**src/rtl/fpu_pkg.sv**
```systemverilog
// rtl/fpu_pkg.sv - shared types, constants and helpers for the binary32 FPU
package pa_fpu;

  typedef enum logic [1:0] {
    op_add = 2'd0,
    op_sub = 2'd1,
    op_mul = 2'd2,
    op_div = 2'd3
  } e_fpu_op;

  typedef enum logic [2:0] {
    ST_IDLE       = 3'd0,
    ST_UNPACK     = 3'd1,
    ST_CALC       = 3'd2,
    ST_NORM_ROUND = 3'd3,
    ST_DONE       = 3'd4
  } e_fpu_state;

  localparam logic [31:0]        QNAN     = 32'h7FC0_0000;
  localparam logic signed [11:0] EXP_BIAS = 12'sd127;
  localparam logic [7:0]         EXP_MAX  = 8'hFF;

  // Leading-zero count of a 24-bit significand; 24 when the input is zero.
  function automatic logic [4:0] lzc24(input logic [23:0] m);
    lzc24 = 5'd24;
    for (int i = 0; i < 24; i++) begin
      if (m[i]) lzc24 = 5'(23 - i);
    end
  endfunction

endpackage

```
**src/rtl/fpu_round_pack.sv**
```systemverilog
// rtl/fpu_round_pack.sv - normalize, denormalize, RNE round and pack a binary32 result
// Value presented is (i_sig / 2^46) * 2^(i_exp - 127), plus i_sticky below bit 0.
module fpu_round_pack
  import pa_fpu::*;
(
  input  logic               i_sign,
  input  logic signed [11:0] i_exp,
  input  logic [47:0]        i_sig,
  input  logic               i_sticky,
  output logic [31:0]        o_result
);

  logic [5:0]         w_lz;
  logic signed [11:0] w_sh;
  logic signed [11:0] w_exp_n;
  logic signed [11:0] w_exp_f;
  logic [11:0]        w_rs;
  logic [46:0]        w_norm;
  logic               w_st;
  logic               w_inc;
  logic               w_hidden;
  logic [24:0]        w_m25;
  logic [22:0]        w_frac;

  always_comb begin
    w_lz = 6'd48;
    for (int i = 0; i < 48; i++) begin
      if (i_sig[i]) w_lz = 6'(47 - i);
    end
    // Negative shift means right shift; clamp so the exponent never drops below 1.
    w_sh = $signed({6'd0, w_lz}) - 12'sd1;
    if (i_exp - w_sh < 12'sd1) w_sh = i_exp - 12'sd1;
    w_exp_n = i_exp - w_sh;
    w_rs    = 12'(-w_sh);
    w_st    = i_sticky;
    if (!w_sh[11]) begin
      w_norm = 47'(i_sig << w_sh[5:0]);
    end else if (w_rs >= 12'd48) begin
      w_norm = '0;
      w_st   = i_sticky | (|i_sig);
    end else begin
      w_norm = 47'(i_sig >> w_rs[5:0]);
      w_st   = i_sticky | (|(i_sig & ~({48{1'b1}} << w_rs[5:0])));
    end

    w_inc = w_norm[22] & (w_norm[21] | (|w_norm[20:0]) | w_st | w_norm[23]);
    w_m25 = {1'b0, w_norm[46:23]} + {24'd0, w_inc};
    if (w_m25[24]) begin
      w_exp_f  = w_exp_n + 12'sd1;
      w_frac   = w_m25[23:1];
      w_hidden = 1'b1;
    end else begin
      w_exp_f  = w_exp_n;
      w_frac   = w_m25[22:0];
      w_hidden = w_m25[23];
    end

    if (i_sig == '0 && !i_sticky) begin
      o_result = {i_sign, 31'd0};
    end else if (w_exp_f >= 12'sd255) begin
      o_result = {i_sign, EXP_MAX, 23'd0};
    end else begin
      o_result = {i_sign, (w_hidden ? w_exp_f[7:0] : 8'd0), w_frac};
    end
  end

endmodule

```
**src/rtl/fpu.sv**
```systemverilog
// rtl/fpu.sv - multi-cycle binary32 add/sub/mul/div unit with start/busy/cmd_end handshake
module fpu
  import pa_fpu::*;
(
  input  logic        clk,
  input  logic        arst,
  input  logic        start,
  input  logic [31:0] a_operand,
  input  logic [31:0] b_operand,
  input  e_fpu_op     operation,
  output logic [31:0] ieee_packet_out,
  output logic        cmd_end,
  output logic        busy
);

  e_fpu_state         r_state;
  e_fpu_op            r_op;
  logic [31:0]        r_a, r_b;
  logic [4:0]         r_cnt;
  logic               r_sign, r_eff_sub, r_sticky, r_special;
  logic [31:0]        r_special_val;
  logic signed [11:0] r_exp;
  logic [47:0]        r_acc, r_mcand;
  logic [23:0]        r_mplier;
  logic [25:0]        r_rem, r_q;

  logic               w_sa, w_sb, w_sp;
  logic [23:0]        w_ma, w_mb, w_na, w_nb, w_big_m, w_small_m;
  logic signed [11:0] w_ea, w_eb, w_ena, w_enb, w_big_e, w_small_e, w_d;
  logic [4:0]         w_lza, w_lzb;
  logic               w_a_nan, w_b_nan, w_a_inf, w_b_inf, w_a_zero, w_b_zero;
  logic               w_a_big, w_al_st, w_special;
  logic [31:0]        w_special_val, w_rp_result;
  logic [47:0]        w_small_ext, w_small_al, w_rp_sig;
  logic               w_rem_ge, w_rp_sign, w_rp_sticky;
  logic [24:0]        w_rem_nx;

  assign w_sa     = r_a[31];
  assign w_sb     = r_b[31] ^ (r_op == op_sub);
  assign w_sp     = w_sa ^ w_sb;
  assign w_ma     = {|r_a[30:23], r_a[22:0]};
  assign w_mb     = {|r_b[30:23], r_b[22:0]};
  assign w_ea     = $signed({4'd0, (r_a[30:23] == 8'd0) ? 8'd1 : r_a[30:23]});
  assign w_eb     = $signed({4'd0, (r_b[30:23] == 8'd0) ? 8'd1 : r_b[30:23]});
  assign w_a_nan  = (&r_a[30:23]) & (|r_a[22:0]);
  assign w_b_nan  = (&r_b[30:23]) & (|r_b[22:0]);
  assign w_a_inf  = (&r_a[30:23]) & ~(|r_a[22:0]);
  assign w_b_inf  = (&r_b[30:23]) & ~(|r_b[22:0]);
  assign w_a_zero = ~(|r_a[30:0]);
  assign w_b_zero = ~(|r_b[30:0]);

  // Mul/div work on normalized significands so subnormal operands keep full precision.
  assign w_lza = lzc24(w_ma);
  assign w_lzb = lzc24(w_mb);
  assign w_na  = w_ma << w_lza;
  assign w_nb  = w_mb << w_lzb;
  assign w_ena = w_ea - $signed({7'd0, w_lza});
  assign w_enb = w_eb - $signed({7'd0, w_lzb});

  assign w_a_big   = (w_ea > w_eb) || ((w_ea == w_eb) && (w_ma >= w_mb));
  assign w_big_m   = w_a_big ? w_ma : w_mb;
  assign w_small_m = w_a_big ? w_mb : w_ma;
  assign w_big_e   = w_a_big ? w_ea : w_eb;
  assign w_small_e = w_a_big ? w_eb : w_ea;
  assign w_d       = w_big_e - w_small_e;
  assign w_small_ext = {1'b0, w_small_m, 23'd0};

  always_comb begin
    w_small_al = '0;
    w_al_st    = |w_small_m;
    if (w_d < 12'sd26) begin
      w_small_al = w_small_ext >> w_d[4:0];
      w_al_st    = |(w_small_ext & ~({48{1'b1}} << w_d[4:0]));
    end
  end

  always_comb begin
    w_special     = 1'b1;
    w_special_val = QNAN;
    case (r_op)
      op_mul: begin
        if (w_a_nan || w_b_nan || (w_a_inf && w_b_zero) || (w_a_zero && w_b_inf)) w_special_val = QNAN;
        else if (w_a_inf || w_b_inf) w_special_val = {w_sp, EXP_MAX, 23'd0};
        else w_special = 1'b0;
      end
      op_div: begin
        if (w_a_nan || w_b_nan || (w_a_inf && w_b_inf) || (w_a_zero && w_b_zero)) w_special_val = QNAN;
        else if (w_b_zero || w_a_inf) w_special_val = {w_sp, EXP_MAX, 23'd0};
        else if (w_b_inf || w_a_zero) w_special_val = {w_sp, 31'd0};
        else w_special = 1'b0;
      end
      default: begin
        if (w_a_nan || w_b_nan || (w_a_inf && w_b_inf && (w_sa != w_sb))) w_special_val = QNAN;
        else if (w_a_inf) w_special_val = {w_sa, EXP_MAX, 23'd0};
        else if (w_b_inf) w_special_val = {w_sb, EXP_MAX, 23'd0};
        else w_special = 1'b0;
      end
    endcase
  end

  assign w_rem_ge = (r_rem >= {2'd0, r_mplier});
  assign w_rem_nx = 25'(w_rem_ge ? r_rem - {2'd0, r_mplier} : r_rem);

  // An exact cancellation yields +0; same-sign zeros keep their sign.
  assign w_rp_sign   = (r_eff_sub && r_acc == '0 && !r_sticky) ? 1'b0 : r_sign;
  assign w_rp_sig    = (r_op == op_div) ? {1'b0, r_q, 21'd0} : r_acc;
  assign w_rp_sticky = (r_op == op_div) ? (|r_rem) : r_sticky;

  fpu_round_pack u_round_pack (
    .i_sign   (w_rp_sign),
    .i_exp    (r_exp),
    .i_sig    (w_rp_sig),
    .i_sticky (w_rp_sticky),
    .o_result (w_rp_result)
  );

  assign busy    = (r_state != ST_IDLE);
  assign cmd_end = (r_state == ST_DONE);

  always_ff @(posedge clk or posedge arst) begin
    if (arst) begin
      r_state         <= ST_IDLE;
      r_op            <= op_add;
      r_a             <= '0;
      r_b             <= '0;
      r_cnt           <= '0;
      r_sign          <= 1'b0;
      r_eff_sub       <= 1'b0;
      r_sticky        <= 1'b0;
      r_special       <= 1'b0;
      r_special_val   <= '0;
      r_exp           <= '0;
      r_acc           <= '0;
      r_mcand         <= '0;
      r_mplier        <= '0;
      r_rem           <= '0;
      r_q             <= '0;
      ieee_packet_out <= '0;
    end else begin
      case (r_state)
        ST_IDLE: begin
          if (start) begin
            r_a     <= a_operand;
            r_b     <= b_operand;
            r_op    <= operation;
            r_state <= ST_UNPACK;
          end
        end
        ST_UNPACK: begin
          r_special     <= w_special;
          r_special_val <= w_special_val;
          r_q           <= '0;
          r_rem         <= {2'd0, w_na};
          r_mplier      <= w_nb;
          r_sticky      <= 1'b0;
          r_eff_sub     <= 1'b0;
          r_state       <= ST_CALC;
          case (r_op)
            op_mul: begin
              r_sign  <= w_sp;
              r_exp   <= w_ena + w_enb - EXP_BIAS;
              r_acc   <= '0;
              r_mcand <= {24'd0, w_na};
              r_cnt   <= 5'd23;
            end
            op_div: begin
              r_sign  <= w_sp;
              r_exp   <= w_ena - w_enb + EXP_BIAS;
              r_acc   <= '0;
              r_mcand <= '0;
              r_cnt   <= 5'd25;
            end
            default: begin
              r_sign    <= w_a_big ? w_sa : w_sb;
              r_exp     <= w_big_e;
              r_acc     <= {1'b0, w_big_m, 23'd0};
              r_mcand   <= w_small_al;
              r_sticky  <= w_al_st;
              r_eff_sub <= (w_sa != w_sb);
              r_cnt     <= 5'd0;
            end
          endcase
        end
        ST_CALC: begin
          case (r_op)
            op_mul: begin
              if (r_mplier[0]) r_acc <= r_acc + r_mcand;
              r_mcand  <= r_mcand << 1;
              r_mplier <= r_mplier >> 1;
            end
            op_div: begin
              r_rem <= {w_rem_nx, 1'b0};
              r_q   <= {r_q[24:0], w_rem_ge};
            end
            default: begin
              // Borrowing the sticky keeps the truncated difference exact below bit 0.
              r_acc <= r_eff_sub ? (r_acc - r_mcand - {47'd0, r_sticky}) : (r_acc + r_mcand);
            end
          endcase
          if (r_cnt == 5'd0) r_state <= ST_NORM_ROUND;
          else r_cnt <= r_cnt - 5'd1;
        end
        ST_NORM_ROUND: begin
          ieee_packet_out <= r_special ? r_special_val : w_rp_result;
          r_state         <= ST_DONE;
        end
        default: r_state <= ST_IDLE;
      endcase
    end
  end

endmodule

```
**config.mk**
```make
export PLATFORM = sky130hd
export DESIGN_NAME = fpu
export DESIGN_NICKNAME = d
export VERILOG_FILES = /design/src/rtl/fpu_pkg.sv /design/src/rtl/fpu_round_pack.sv /design/src/rtl/fpu.sv
export SDC_FILE = /design/constraint.sdc
export NUM_CORES = 2
export LEC_CHECK = 0
export CORE_ASPECT_RATIO = 1.1
export CORE_MARGIN = 2
export CORE_UTILIZATION = 40
export CTS_BUF_LIST = sky130_fd_sc_hd__clkbuf_4 sky130_fd_sc_hd__clkbuf_8 sky130_fd_sc_hd__clkbuf_16
export CTS_CLUSTER_SIZE = 40
export DETAILED_ROUTE_END_ITERATION = 10
export GPL_TIMING_DRIVEN = 1
export RECOVER_POWER = 25
export SYNTH_ARGS = -nofsm -noshare
export SYNTH_HDL_FRONTEND = slang
export SYNTH_SLANG_ARGS = --single-unit
export TNS_END_PERCENT = 50
```
**constraint.sdc**
```tcl
create_clock -name clk -period 12.3 [get_ports clk]
set_input_delay 1.23 -clock clk [delete_from_list [all_inputs] [get_ports clk]]
set_output_delay 1.23 -clock clk [all_outputs]
set_load 0.05 [all_outputs]
```
# Yosys cells after proc, flatten, opt, wreduce, memory -nomap -nowiden
# Cells that the tools add are included.
[totals]
ff_bits = 326
in_bits = 69
output_inout_bits = 34
[classes]
addsub = 19
magnitude_cmp = 7
eq_ne = 16
shifts = 7
n_mux = 163
bitwise_logic = 20
reduce_logical = 50
[ops]
columns = ["operator", "n"]
rows = [
  ["$pmux W48 S2", 4],
  ["$mux W5", 61],
  ["$mux W32", 9],
  ["$mux W48", 5],
  ["$mux W6", 32],
  ["$reduce_or A48 Y1", 3],
  ["$mux W47", 3],
  ["$pmux W26 S2", 2],
  ["$logic_not A48 Y1", 2],
  ["$not A48 Y48", 2],
  ["$mux W24", 3],
  ["$pmux W32 S2", 1],
  ["$mux W31", 2],
  ["$reduce_or A31 Y1", 2],
  ["$mux W26", 2],
  ["$add A48 B48 Y48", 1],
  ["$and A47 B48 Y48", 1],
  ["$and A48 B48 Y48", 1],
  ["$pmux W24 S2", 1],
  ["$shl A24 B5 Y24", 2],
  ["$shl A48 B5 Y48 const A", 1],
  ["$shl A48 B6 Y47", 1],
  ["$shl A48 B6 Y48 const A", 1],
  ["$shr A47 B5 Y48", 1],
  ["other kinds (66)", 139],
]

# Depth between registers and ports, before layout
[logic_depth]
depth_word = 71
depth_mapped = 50

# Modules after synthesis
# Synthesis repeated with hierarchy kept, for this count alone.
[hier_totals]
cells_unflattened = 5093
area_unflattened_um2 = 38341.8
[by_module_without_submodules]
columns = ["module", "n_inst", "cells_each", "area_each_um2", "seq_area_each_um2"]
rows = [
  ["fpu", 1, 3537, 27579.0, 7407.1],
  ["fpu_round_pack", 1, 1556, 10762.8, 0.0],
]

# Worst setup path before layout
# Ideal clock, no wire load.
[synth_timing]
kind = "reg2reg"
start = "register r_op[0]"
end = "register ieee_packet_out[23]"
setup_ns = 0.132
arrival_time_ns = 10.653
t_required_ns = 12.168
setup_slack_ns = 1.515
stages_incl_launch_ff = 46
path_buffers = 8
cell_sequence = "dfrtp_1 -> buf_4 -> nand2_1 -> buf_2 -> mux2i_1 -> a31oi_1 -> nor4_1 -> a221oi_2 -> or2_2 -> ha_1 -> xnor2_1 -> ha_1 -> o21ai_0 -> a21boi_0 -> o21ai_0 -> a31oi_1 -> nand2_1 -> o31ai_2 -> [10 not listed] -> clkbuf_1 -> nor2_1 -> mux2i_1 -> nand2_1 -> buf_2 -> mux2i_1 -> mux2i_1 -> a222oi_1 -> o22ai_1 -> a21oi_1 -> ha_1 -> inv_1 -> a2111oi_2 -> nand3_1 -> nor2_1 -> mux2_2 -> a221oi_1 -> o21ai_1"
[synth_via]
elab_chain_len = 71
[synth_rtl]
columns = ["element", "line_no", "rtl"]
rows = [
  ["start: declaration", "fpu.sv:17", "e_fpu_op r_op;"],
  ["start signal: assignment", "fpu.sv:123", "r_op <= op_add;"],
  ["start signal: assignment", "fpu.sv:145", "r_op <= operation;"],
  ["$eq A2 B2 Y1 *", "fpu.sv:106, fpu.sv:107", ""],
  ["$mux W48", "fpu.sv:106", "assign w_rp_sig = (r_op == op_div) ? {1'b0, r_q, 21'd0} : r_acc;"],
  ["$mux W5 (16 in a row)", "fpu_round_pack.sv:28", "if (i_sig[i]) w_lz = 6'(47 - i);"],
  ["$mux W6 (32 in a row)", "fpu_round_pack.sv:28", ""],
  ["$sub A6 B1 Y7", "fpu_round_pack.sv:31", "w_sh = $signed({6'd0, w_lz}) - 12'sd1;"],
  ["$sub A12 B12 Y12", "fpu_round_pack.sv:32", "if (i_exp - w_sh < 12'sd1) w_sh = i_exp - 12'sd1;"],
  ["$lt A12 B2 Y1", "fpu_round_pack.sv:32", ""],
  ["$mux W12", "fpu_round_pack.sv:32", ""],
  ["[8 not listed]", "n/a", ""],
  ["$or A1 B1 Y1 (2 in a row)", "fpu_round_pack.sv:46", "w_inc = w_norm[22] & (w_norm[21] | (|w_norm[20:0]) | w_st | w_norm[23]);"],
  ["$and A1 B1 Y1", "fpu_round_pack.sv:46", ""],
  ["$add A24 B1 Y25", "fpu_round_pack.sv:47", "w_m25 = {1'b0, w_norm[46:23]} + {24'd0, w_inc};"],
  ["$mux W12 / $mux W1 (equally long branches)", "fpu_round_pack.sv:48", "if (w_m25[24]) begin"],
  ["$ge A12 B9 Y1 / $mux W8 (equally long branches)", "fpu_round_pack.sv:60, fpu_round_pack.sv:63", ""],
  ["$mux W31", "fpu_round_pack.sv:60", "end else if (w_exp_f >= 12'sd255) begin"],
  ["$mux W31 *", "fpu_round_pack.sv:58", "if (i_sig == '0 && !i_sticky) begin"],
  ["$mux W32 *", "fpu.sv:204", "ieee_packet_out <= r_special ? r_special_val : w_rp_result;"],
  ["end signal: assignment", "fpu.sv:204", ""],
  ["end: declaration", "fpu.sv:11", "output logic [31:0] ieee_packet_out,"],
]
# Every way passes the cells marked *; elsewhere a longest branch is shown, timed or not.
# A chain may end at the register's enable or synchronous reset.

# Worst setup path after layout
[layout_timing]
start = "register r_op[1]"
end = "register ieee_packet_out[23]"
# The elaborated chain is that of the path after synthesis.

==> metrics <==
via count 41740; area grow syn2layout 10.17%; # hold bufs at CTS 0; DR vias/cell 6.502; slew margin rel. -2.350; WL final 174400 um; Met3 Wirelength 11980 um; worst min-delay path class flip-flop to flip-flop; failing checks capacitance limit, slew limit; drt drc 0; worst path arrival time 12.02 ns; average wire per standard cell 27.17 um; commonest cells after routing, fill and taps aside nand2_1 (530), nor2_1 (474), o21ai_0 (421), a21oi_1 (412), inv_1 (315); Die ar. 0.09884 sq mm; Setup TNS 0 ns; Cell variety after synth 116; largest net degree at the start of global routing 110; dpl hpwl 135700 um; post-placement cell area 0.04105 sq mm; Startpoint Class flip-flop; Cells after Synth 5169; Rows 119; outcome finished with violations; I/O pins 103; final setup vio count 0; Least-Margin Pin Slew 4.997 ns; number of synthesized register bits 296; synthesized cell area 0.03853 sq mm; Yosys top cell area share 0.1922; Initial Util 0.4031; hold depth 2; Die Y 329.5 um; initial antenna violation count 3; GP Congestion 1.105; First DRT Iteration DRCs 4184; vias in the first global route 39560; Hold Vio Cnt, Final 0; Slowest-stage cell, CP a2111oi_4; CTS Root Cell clkbuf_16; core box area 0.09559 sq mm; clk slew on worst S/H paths 0.06 ns; max-slew violations 303; critical path's top delay family compound AO/OA/AOI/OAI gates; CTS buffer count 38; Post-synth EDFFs 0; commonest non-fill, non-tap cell in the layout nand2_1; RSZ-0062 raised after global routing false; Final period util 0.9388; Buf/Inv on CP 3; CP Depth 36; htree depth 2; Final min period 11.55 ns; Max Freq 86.60 MHz; Crit Path Category flip-flop to flip-flop; final net count 5470; Metal-1 WL 67190 um; Mapped Avg Cell Area 7.455 sq um; Warnings, synthesis 0; main area contributors after synthesis dfrtp_1 (19%), ha_1 (8.6%), mux2i_1 (6.8%); Final Cell Area 0.04245 sq mm; Max clock buf depth 3; Die X 299.9 um; Clock Skew 0.03898 ns; CP endpoint kind flip-flop; post-synth top area cell dfrtp_1; most common flop cell mapped by yosys dfrtp_1; Sink Count 296; Final Core Density 0.4441; CTS tree built; DR pass1 iterations 6; Hold WS 0.4806 ns; Critical Path Max Stage Delay 0.63 ns; total gr overflow 0; FF-to-FF path depth 36; DR top layer met5; max-cap viol count 4; total track usage 0.3436; met2 WL 80920 um; PortBufs 102; worst skew pair latency 0.62 ns; layout cells sized above 1 0.08332; CP max FO 28; global-route wire length before repair 257900 um; CP required 12.77 ns; Async SR Flop Fraction 1.000; post-synthesis sequential area ratio 0.1922; post-route ant nets 0
repair_timing:
item | in CTS | in global routing
endpoints found under the hold margin | 0 | 0
gates resized for setup | 0 | 15
buffers inserted | 0 | 5
endpoints found under the setup margin | 0 | 31
worst register-to-register path: cells and delay by family, from the launching register on:
family	cells	cell delay [ns]
multiplexers	4	1.52
flip-flops	1	0.57
AND/OR/NAND/NOR	9	2.48
AO/OA/AOI/OAI	16	5.10
XOR/XNOR	1	0.18
buffers and inverters	3	0.62
adder cells (fa/ha/maj)	3	0.96
sequential cells by signal (all words and copies together) (netlist names), 3 cells and up:
| name | cells |
|---|---|
| ieee_packet_out | 32 |
| r_state | 3 |
| r_q | 26 |
| r_mplier | 24 |
| r_rem | 26 |
| r_special_val | 3 |
| r_mcand | 48 |
| r_b | 32 |
| r_exp | 11 |
| r_cnt | 5 |
| r_a | 32 |
| r_acc | 48 |
Yosys cell counts, drive strengths merged (87+ instances only):
cell    number
o211ai      88
a21oi      415
dfrtp      296
a211oi      87
xnor2      123
o21ai      443
nor2       481
mux2i      263
ha         266
nand2      537
nand3      176
nor3       138
buf        103
clkbuf     229
inv        321
layer usage:
layer | track usage | up-vias
met3 | 0.05032 | 595
met4 | 0.2389 | 2
met5 | 0 | -
li1 | - | 19020
met1 | 0.4087 | 20050
met2 | 0.5717 | 2074
metrics by stage:
step	instances	setup WS (ns)
detailed placement	6351	0.2357
finish	6420	0.7524
floorplan	5170	1.515
global route	6420	0.01215
global placement	6351	0.4712
CTS	6414	0.2542
layout make-up:
type	count	area (sq um)
diodes	1	2.502
clock buffers	46	1060
clock inverters	17	274.0
fillers	9847	53130
inverters	324	1220
multi-input cells	4218	28750
flip-flops and latches	296	7410
well taps	1270	1589
repair buffers	248	2148
path summary, 6_finish.rpt:
| path | start | end | slack (ns) |
|---|---|---|---|
| worst max-delay path | r_op[1] | ieee_packet_out[23] | 0.75 |
| worst min-delay path | ieee_packet_out[16] | ieee_packet_out[16] | 0.48 |
| worst max register to register | r_op[1] | ieee_packet_out[23] | 0.75 |
| worst min register to register | ieee_packet_out[16] | ieee_packet_out[16] | 0.48 |
| max in group asynchronous | arst | r_b[13] | 5.29 |
| min in group asynchronous | arst | ieee_packet_out[11] | 2.61 |
logic make-up after synthesis:
family                   synth area share
AND/OR/NAND/NOR                    0.2074
AO/OA/AOI/OAI                      0.2842
buffers and inverters             0.06650
multiplexers                       0.1192
flip-flops                         0.1922
adder cells (fa/ha/maj)           0.09156
XOR/XNOR                          0.03887
other                          0.00009732
Power is left out: the tool's default activity adds up to more than one toggle a clock period on the data nets, which glitch-free logic cannot reach.
